$ cat src/rtl/park_pkg.sv
// Shared types and constants for the parking-lot controller.
// Contents: gate FSM state type, default CAPACITY / TIME_MAX, and the
// CAR_W / TIME_W widths that the LCD stage also uses.
package park_pkg;

    localparam int CAR_W        = 4;
    localparam int TIME_W       = 6;
    localparam int DEF_CAPACITY = 9;
    localparam int DEF_TIME_MAX = 59;
    localparam int DEF_DEB      = 4;

    typedef enum logic [1:0] {
        IDLE   = 2'd0,
        DETECT = 2'd1,
        PASS   = 2'd2
    } gate_state_t;

endpackage

$ cat src/rtl/park_gate_fsm.sv
// Vehicle sensor front end: 2-flop synchronizer, optional debounce, and
// the IDLE/DETECT/PASS FSM that emits one event per vehicle.
// Optional feature macro: PARK_DEBOUNCE_EN (debounce stage; without it the
// FSM sees the synchronizer output directly).
// Ports:
//   clk, rst   clock, async active-low reset
//   i_power    0 = clear synchronizer, debounce and FSM every cycle
//   i_sns      raw asynchronous sensor, 1 = vehicle present
//   o_evt      1-cycle event while in DETECT
//   o_idle     FSM is in IDLE
//
// state  | meaning
// IDLE   | no vehicle on the loop
// DETECT | vehicle just accepted by the debouncer; issue one event
// PASS   | vehicle still on the loop; wait for it to leave
module park_gate_fsm
    import park_pkg::*;
#(
    parameter int DEB_CYCLES = DEF_DEB
) (
    input  logic clk,
    input  logic rst,
    input  logic i_power,
    input  logic i_sns,
    output logic o_evt,
    output logic o_idle
);

    logic [1:0]  r_sync;
    logic        w_sync;
    logic        w_s;
    gate_state_t r_state;
    gate_state_t w_next;

    always_ff @(posedge clk or negedge rst) begin
        if (!rst)          r_sync <= 2'b00;
        else if (!i_power) r_sync <= 2'b00;
        else               r_sync <= {r_sync[0], i_sns};
    end

    assign w_sync = r_sync[1];

`ifdef PARK_DEBOUNCE_EN
    logic       r_s;
    logic [7:0] r_deb;

    // Down-counter runs only while the synchronized level differs from the
    // accepted level; any return to the accepted level reloads it, so the
    // new level must persist DEB_CYCLES consecutive cycles.
    always_ff @(posedge clk or negedge rst) begin
        if (!rst) begin
            r_s   <= 1'b0;
            r_deb <= 8'(DEB_CYCLES - 1);
        end else if (!i_power || (w_sync == r_s)) begin
            if (!i_power) r_s <= 1'b0;
            r_deb <= 8'(DEB_CYCLES - 1);
        end else if (r_deb == 8'd0) begin
            r_s   <= w_sync;
            r_deb <= 8'(DEB_CYCLES - 1);
        end else begin
            r_deb <= r_deb - 8'd1;
        end
    end

    assign w_s = r_s;
`else
    assign w_s = w_sync;
`endif

    always_ff @(posedge clk or negedge rst) begin
        if (!rst)          r_state <= IDLE;
        else if (!i_power) r_state <= IDLE;
        else               r_state <= w_next;
    end

    always_comb begin
        w_next = r_state;
        o_evt  = 1'b0;
        o_idle = 1'b0;
        case (r_state)
            IDLE: begin
                o_idle = 1'b1;
                if (w_s) w_next = DETECT;
            end
            DETECT: begin
                o_evt  = 1'b1;
                w_next = PASS;
            end
            PASS: begin
                if (!w_s) w_next = IDLE;
            end
            default: w_next = IDLE;
        endcase
    end

endmodule

$ cat src/rtl/park_occupancy_ctrl.sv
// Parking-lot core controller: occupancy and elapsed-time counters, entry
// barrier request and full / reject indication, fed by two sensor FSMs.
// Optional feature macro: PARK_DEBOUNCE_EN (sensor debounce in park_gate_fsm).
// Ports:
//   clk, rst            clock, async active-low reset
//   tick                1-cycle time-base strobe
//   power               0 = everything cleared and held idle
//   enter_sns/exit_sns  raw loop sensors
//   car[3:0]            occupancy 0..CAPACITY (registered)
//   time_cnt[5:0]       elapsed time 0..TIME_MAX, wraps (registered)
//   gate_open           entry barrier request (registered)
//   full                car == CAPACITY (combinational)
//   reject              1-cycle pulse on refused entry (registered)
module park_occupancy_ctrl
    import park_pkg::*;
#(
    parameter int CAPACITY   = DEF_CAPACITY,
    parameter int DEB_CYCLES = DEF_DEB,
    parameter int TIME_MAX   = DEF_TIME_MAX
) (
    input  logic              clk,
    input  logic              rst,
    input  logic              tick,
    input  logic              power,
    input  logic              enter_sns,
    input  logic              exit_sns,
    output logic [CAR_W-1:0]  car,
    output logic [TIME_W-1:0] time_cnt,
    output logic              gate_open,
    output logic              full,
    output logic              reject
);

    logic              w_ent_evt, w_ent_idle;
    logic              w_ext_evt, w_ext_idle;
    logic              w_ent_ok, w_ext_ok;
    logic [CAR_W-1:0]  r_car;
    logic [TIME_W-1:0] r_time;
    logic              r_gate, r_reject;

    park_gate_fsm #(.DEB_CYCLES(DEB_CYCLES)) u_entry (
        .clk(clk), .rst(rst), .i_power(power), .i_sns(enter_sns),
        .o_evt(w_ent_evt), .o_idle(w_ent_idle)
    );

    park_gate_fsm #(.DEB_CYCLES(DEB_CYCLES)) u_exit (
        .clk(clk), .rst(rst), .i_power(power), .i_sns(exit_sns),
        .o_evt(w_ext_evt), .o_idle(w_ext_idle)
    );

    assign w_ext_ok = w_ext_evt && (r_car != '0);
    // A same-cycle exit frees a slot, so a full lot still admits the entry.
    assign w_ent_ok = w_ent_evt && ((r_car != CAR_W'(CAPACITY)) || w_ext_ok);

    always_ff @(posedge clk or negedge rst) begin
        if (!rst) begin
            r_car    <= '0;
            r_time   <= '0;
            r_gate   <= 1'b0;
            r_reject <= 1'b0;
        end else if (!power) begin
            r_car    <= '0;
            r_time   <= '0;
            r_gate   <= 1'b0;
            r_reject <= 1'b0;
        end else begin
            case ({w_ent_ok, w_ext_ok})
                2'b10:   r_car <= r_car + 1'b1;
                2'b01:   r_car <= r_car - 1'b1;
                default: r_car <= r_car;
            endcase
            if (tick) r_time <= (r_time == TIME_W'(TIME_MAX)) ? '0 : r_time + 1'b1;
            if (w_ent_ok)        r_gate <= 1'b1;
            else if (w_ent_idle) r_gate <= 1'b0;
            r_reject <= w_ent_evt && !w_ent_ok;
        end
    end

    assign car       = r_car;
    assign time_cnt  = r_time;
    assign gate_open = r_gate;
    assign reject    = r_reject;
    assign full      = (r_car == CAR_W'(CAPACITY));

endmodule
$ cat config.mk
export PLATFORM = sky130hd
export DESIGN_NAME = park_occupancy_ctrl
export DESIGN_NICKNAME = d
export VERILOG_FILES = /design/src/rtl/park_pkg.sv /design/src/rtl/park_gate_fsm.sv /design/src/rtl/park_occupancy_ctrl.sv
export SDC_FILE = /design/constraint.sdc
export NUM_CORES = 1
export LEC_CHECK = 0
export BUFFER_PORTS_ARGS = -buffer_cell sky130_fd_sc_hd__buf_2
export CAP_MARGIN = 20
export CORE_AREA = 2 2 50 52
export DETAILED_ROUTE_END_ITERATION = 6
export DIE_AREA = 0 0 52 54
export MAX_ROUTING_LAYER = met4
export PLACE_DENSITY = 0.7
export SLEW_MARGIN = 25
export SYNTH_ARGS = -nofsm -noshare
export SYNTH_HDL_FRONTEND = slang
export SYNTH_HIERARCHICAL = 1
export SYNTH_SLANG_ARGS = --single-unit
$ cat constraint.sdc
create_clock -name clk -period 2.1 [get_ports clk]
set_clock_uncertainty 0.05 [all_clocks]
set_input_delay 0.42 -clock clk [delete_from_list [all_inputs] [get_ports clk]]
set_output_delay 0.42 -clock clk [all_outputs]
set_load 0.02 [all_outputs]
==> flow_metrics.env <==
export IMPL_period_share_pct=97.70
export IMPL_r2r_cells=7
export IMPL_ys_ff_latch=20
export IMPL_seq_area_um2=503.0
export IMPL_gp_congestion=0.8445
export IMPL_wl_um=2343
export IMPL_antenna_found_initial=0
export IMPL_r2r_end="car[2]"
export IMPL_worstSetupPathType="reg2reg"
export IMPL_nFillCells=214
export IMPL_syn_area_per_cell_um2=10.45
export IMPL_ys_warn_count=6
export IMPL_syn_instance_count=99
export IMPL_yosysMostFrequentCell="dfrtp_1"
export IMPL_synthToLayoutAreaGrowth_pct=27.45
export IMPL_grt_pass1_wl_um=3898
export IMPL_remaining_drc_errors=0
export IMPL_clock_latency_ps=300
export IMPL_place_ws_ps=23.35
export IMPL_crit_required_ps=2240
export IMPL_fin_util_pct=56.85
export IMPL_crit_chain="o41ai_4 -> nor2_4 -> buf_4 -> fa_1 -> xor2_1 -> a21oi_1 -> nor3_2"
export IMPL_crit_fanout=4
export IMPL_failed_checks="hold timing"
export IMPL_postLayoutCellArea_mm2=0.001319
export IMPL_min_period_ps=2052
export IMPL_hold_viol=20
export IMPL_reg2reg_slack_ps=50
export IMPL_total_power_mw=0.8112
export IMPL_synthTopCellsByCount="dfrtp_1 (20), nor2_1 (6)"
export IMPL_grt_max_degree=21
export IMPL_first_iter_violations=29
export IMPL_hpwl_um=1605
export IMPL_die_w_um=52
export IMPL_tightest_slew_ps=594.7
export IMPL_power_density_mw_per_mm2=615.1
export IMPL_r2r_start="car[1]"
export IMPL_multi_input_area_um2=568.0
export IMPL_grt_usage_pct=19.68
export IMPL_ys_flop_type="dfrtp_1"
export IMPL_yosysUniqueCellTypes=33
export IMPL_vdd_ir_drop_max_mv=0.5051
export IMPL_cts_setup_buffers=0
export IMPL_synthArstFlopShare_pct=100.0
export IMPL_gr_total_overflow=0
export IMPL_root_buffer="clkbuf_4"
export IMPL_power_leakage_nw=0.6769
export IMPL_finalSetupViolCount=0
export IMPL_cts_tree="done"
export IMPL_fp_dieH_um=54
export IMPL_holdWs_ps=-6.753
export IMPL_crit_arrival_ps=2190
export IMPL_dpl_cell_count=154
export IMPL_grt_use_met2_pct=34.18
export IMPL_timing_slew_headroom_pct=59.93
export IMPL_io_pins=19
export IMPL_yosysTopAreaCellShare_pct=48.37
export IMPL_globalRouteMet1Util_pct=22.32
export IMPL_cts_sinks=20
export IMPL_cts_path_max_buffers=2
export IMPL_cts_buffers=3
export IMPL_drv_slew=0
export IMPL_via_per_inst=5.538
export IMPL_busiest_layer="met2"
export IMPL_layout_drive_gt1_share_pct=32.81
export IMPL_finalNonFillerCells=158
export IMPL_cap_viol_max_count=0
export IMPL_path_clk_slew_ps=120
export IMPL_port_buffers=18
export IMPL_htree_levels=1
export IMPL_drtAntennaViolNets=0
export IMPL_critPathMaxStageDelay_ps=460
export IMPL_die_area_mm2=0.002808
export IMPL_initial_utilization_pct=44.61
export IMPL_crit_path_end_kind="flip-flop"
export IMPL_grtUsageMet3_pct=1.667
export IMPL_vias=875
export IMPL_synth_nets=109
export IMPL_post_synth_instance_area_mm2=0.001035
export IMPL_hold_class="in2async"
export IMPL_std_cell_rows=18
export IMPL_tns_ps=0
export IMPL_num_antenna_cells=0
export IMPL_critical_path_slowest_cell="o41ai_4"
export IMPL_max_freq_ghz=0.4874
export IMPL_cp_start_kind="flip-flop"
export IMPL_synth_largest_area_cell="dfrtp_1"
export IMPL_fin_nets=139
export IMPL_ys_seq_area_share_pct=48.37
export IMPL_synthTopCellsByArea="dfrtp_1 (48%), ha_1 (3.6%), and2_1 (3.0%)"
export IMPL_setup_slack_ps=48.36
export IMPL_synth_edf_count=0
export IMPL_grt_pass1_vias=898
export IMPL_core_area_mm2=0.002320
export IMPL_placed_area_mm2=0.001217
export IMPL_wl_per_cell_um=14.83
export IMPL_firstDrtPassIters=4
export IMPL_status="complete, but fails checks"
## metal layers
metal	share of wire, %	vias to the layer above	routed length (um)
met2	51	28	1204
met4	1.9	0	45
met1	43	420	1009
met3	3.6	6	84
li1	-	421	-
met5	0	-	0
## power breakdown
group / switching [mW] / internal [mW]
clock network: 0.121 / 0.193
logic: 0.0557 / 0.0349
registers: 0.00909 / 0.397
## layout by cell type (no fill, tap or decap), types with 3 or more instances in the layout
cell type and instances:
and3_1 5, buf_2 18, nand2_1 3, a21oi_1 5, nor2_1 5, o21ai_0 5
buf_4 7, o21a_1 3, and2_1 4, nor2b_1 3, nand2b_1 4, clkbuf_4 3
nand3_1 4, inv_1 4, dfrtp_1 18
## kinds of logic after synthesis
| kind of cell | synth area share (%) |
|---|---|
| mux | 3.023 |
| simple gates | 22.73 |
| fa+ha+maj | 5.563 |
| compound gates | 18.02 |
| flops | 48.37 |
| buf+inv | 1.451 |
| xor+xnor | 0.8466 |
## layout make-up
cell class | instances | area share [%]
Multi-Input combinational cell | 75 | 43.07
Sequential cell | 20 | 38.14
Timing Repair Buffer | 25 | 10.82
Tap cell | 30 | 2.846
Clock inverter | 1 | 2.277
Clock buffer | 3 | 1.708
Inverter | 4 | 1.139
## critical path, delay by kind of cell, from the launching register on
kind | cells | cell delay, ps
AO/OA/AOI/OAI | 2 | 630
buffers and inverters | 1 | 160
AND/OR/NAND/NOR | 2 | 150
XOR/XNOR | 1 | 150
flip-flops | 1 | 430
adder cells (fa/ha/maj) | 1 | 370
## flip-flops by register name, indices dropped and copies added, names as in the netlist
name and count:
car 4, time_cnt 6, u_entry/r_state 2, reject 1
u_entry/r_sync 2, u_exit/r_sync 2, gate_open 1, u_exit/r_state 2
## timing repair
action,4_1_cts,5_1_grt
hold buffers,0,0
gates resized for setup,1,7
pin swaps,0,1
setup endpoints to repair,1,3
## worst max-delay path by stage
stage,depth (start not counted),slack (ps),to,from
5_1_grt,7,-20,car[3],car[1]
4_1_cts,7,6,car[3],car[2]
3_5_place_dp,7,20,car[3],car[2]
2_1_floorplan,7,8,car[3],car[2]
6_report,7,50,car[2],car[1]
3_3_place_gp,7,110,car[3],car[2]
Note: power is estimated with default switching activity, not from simulation.
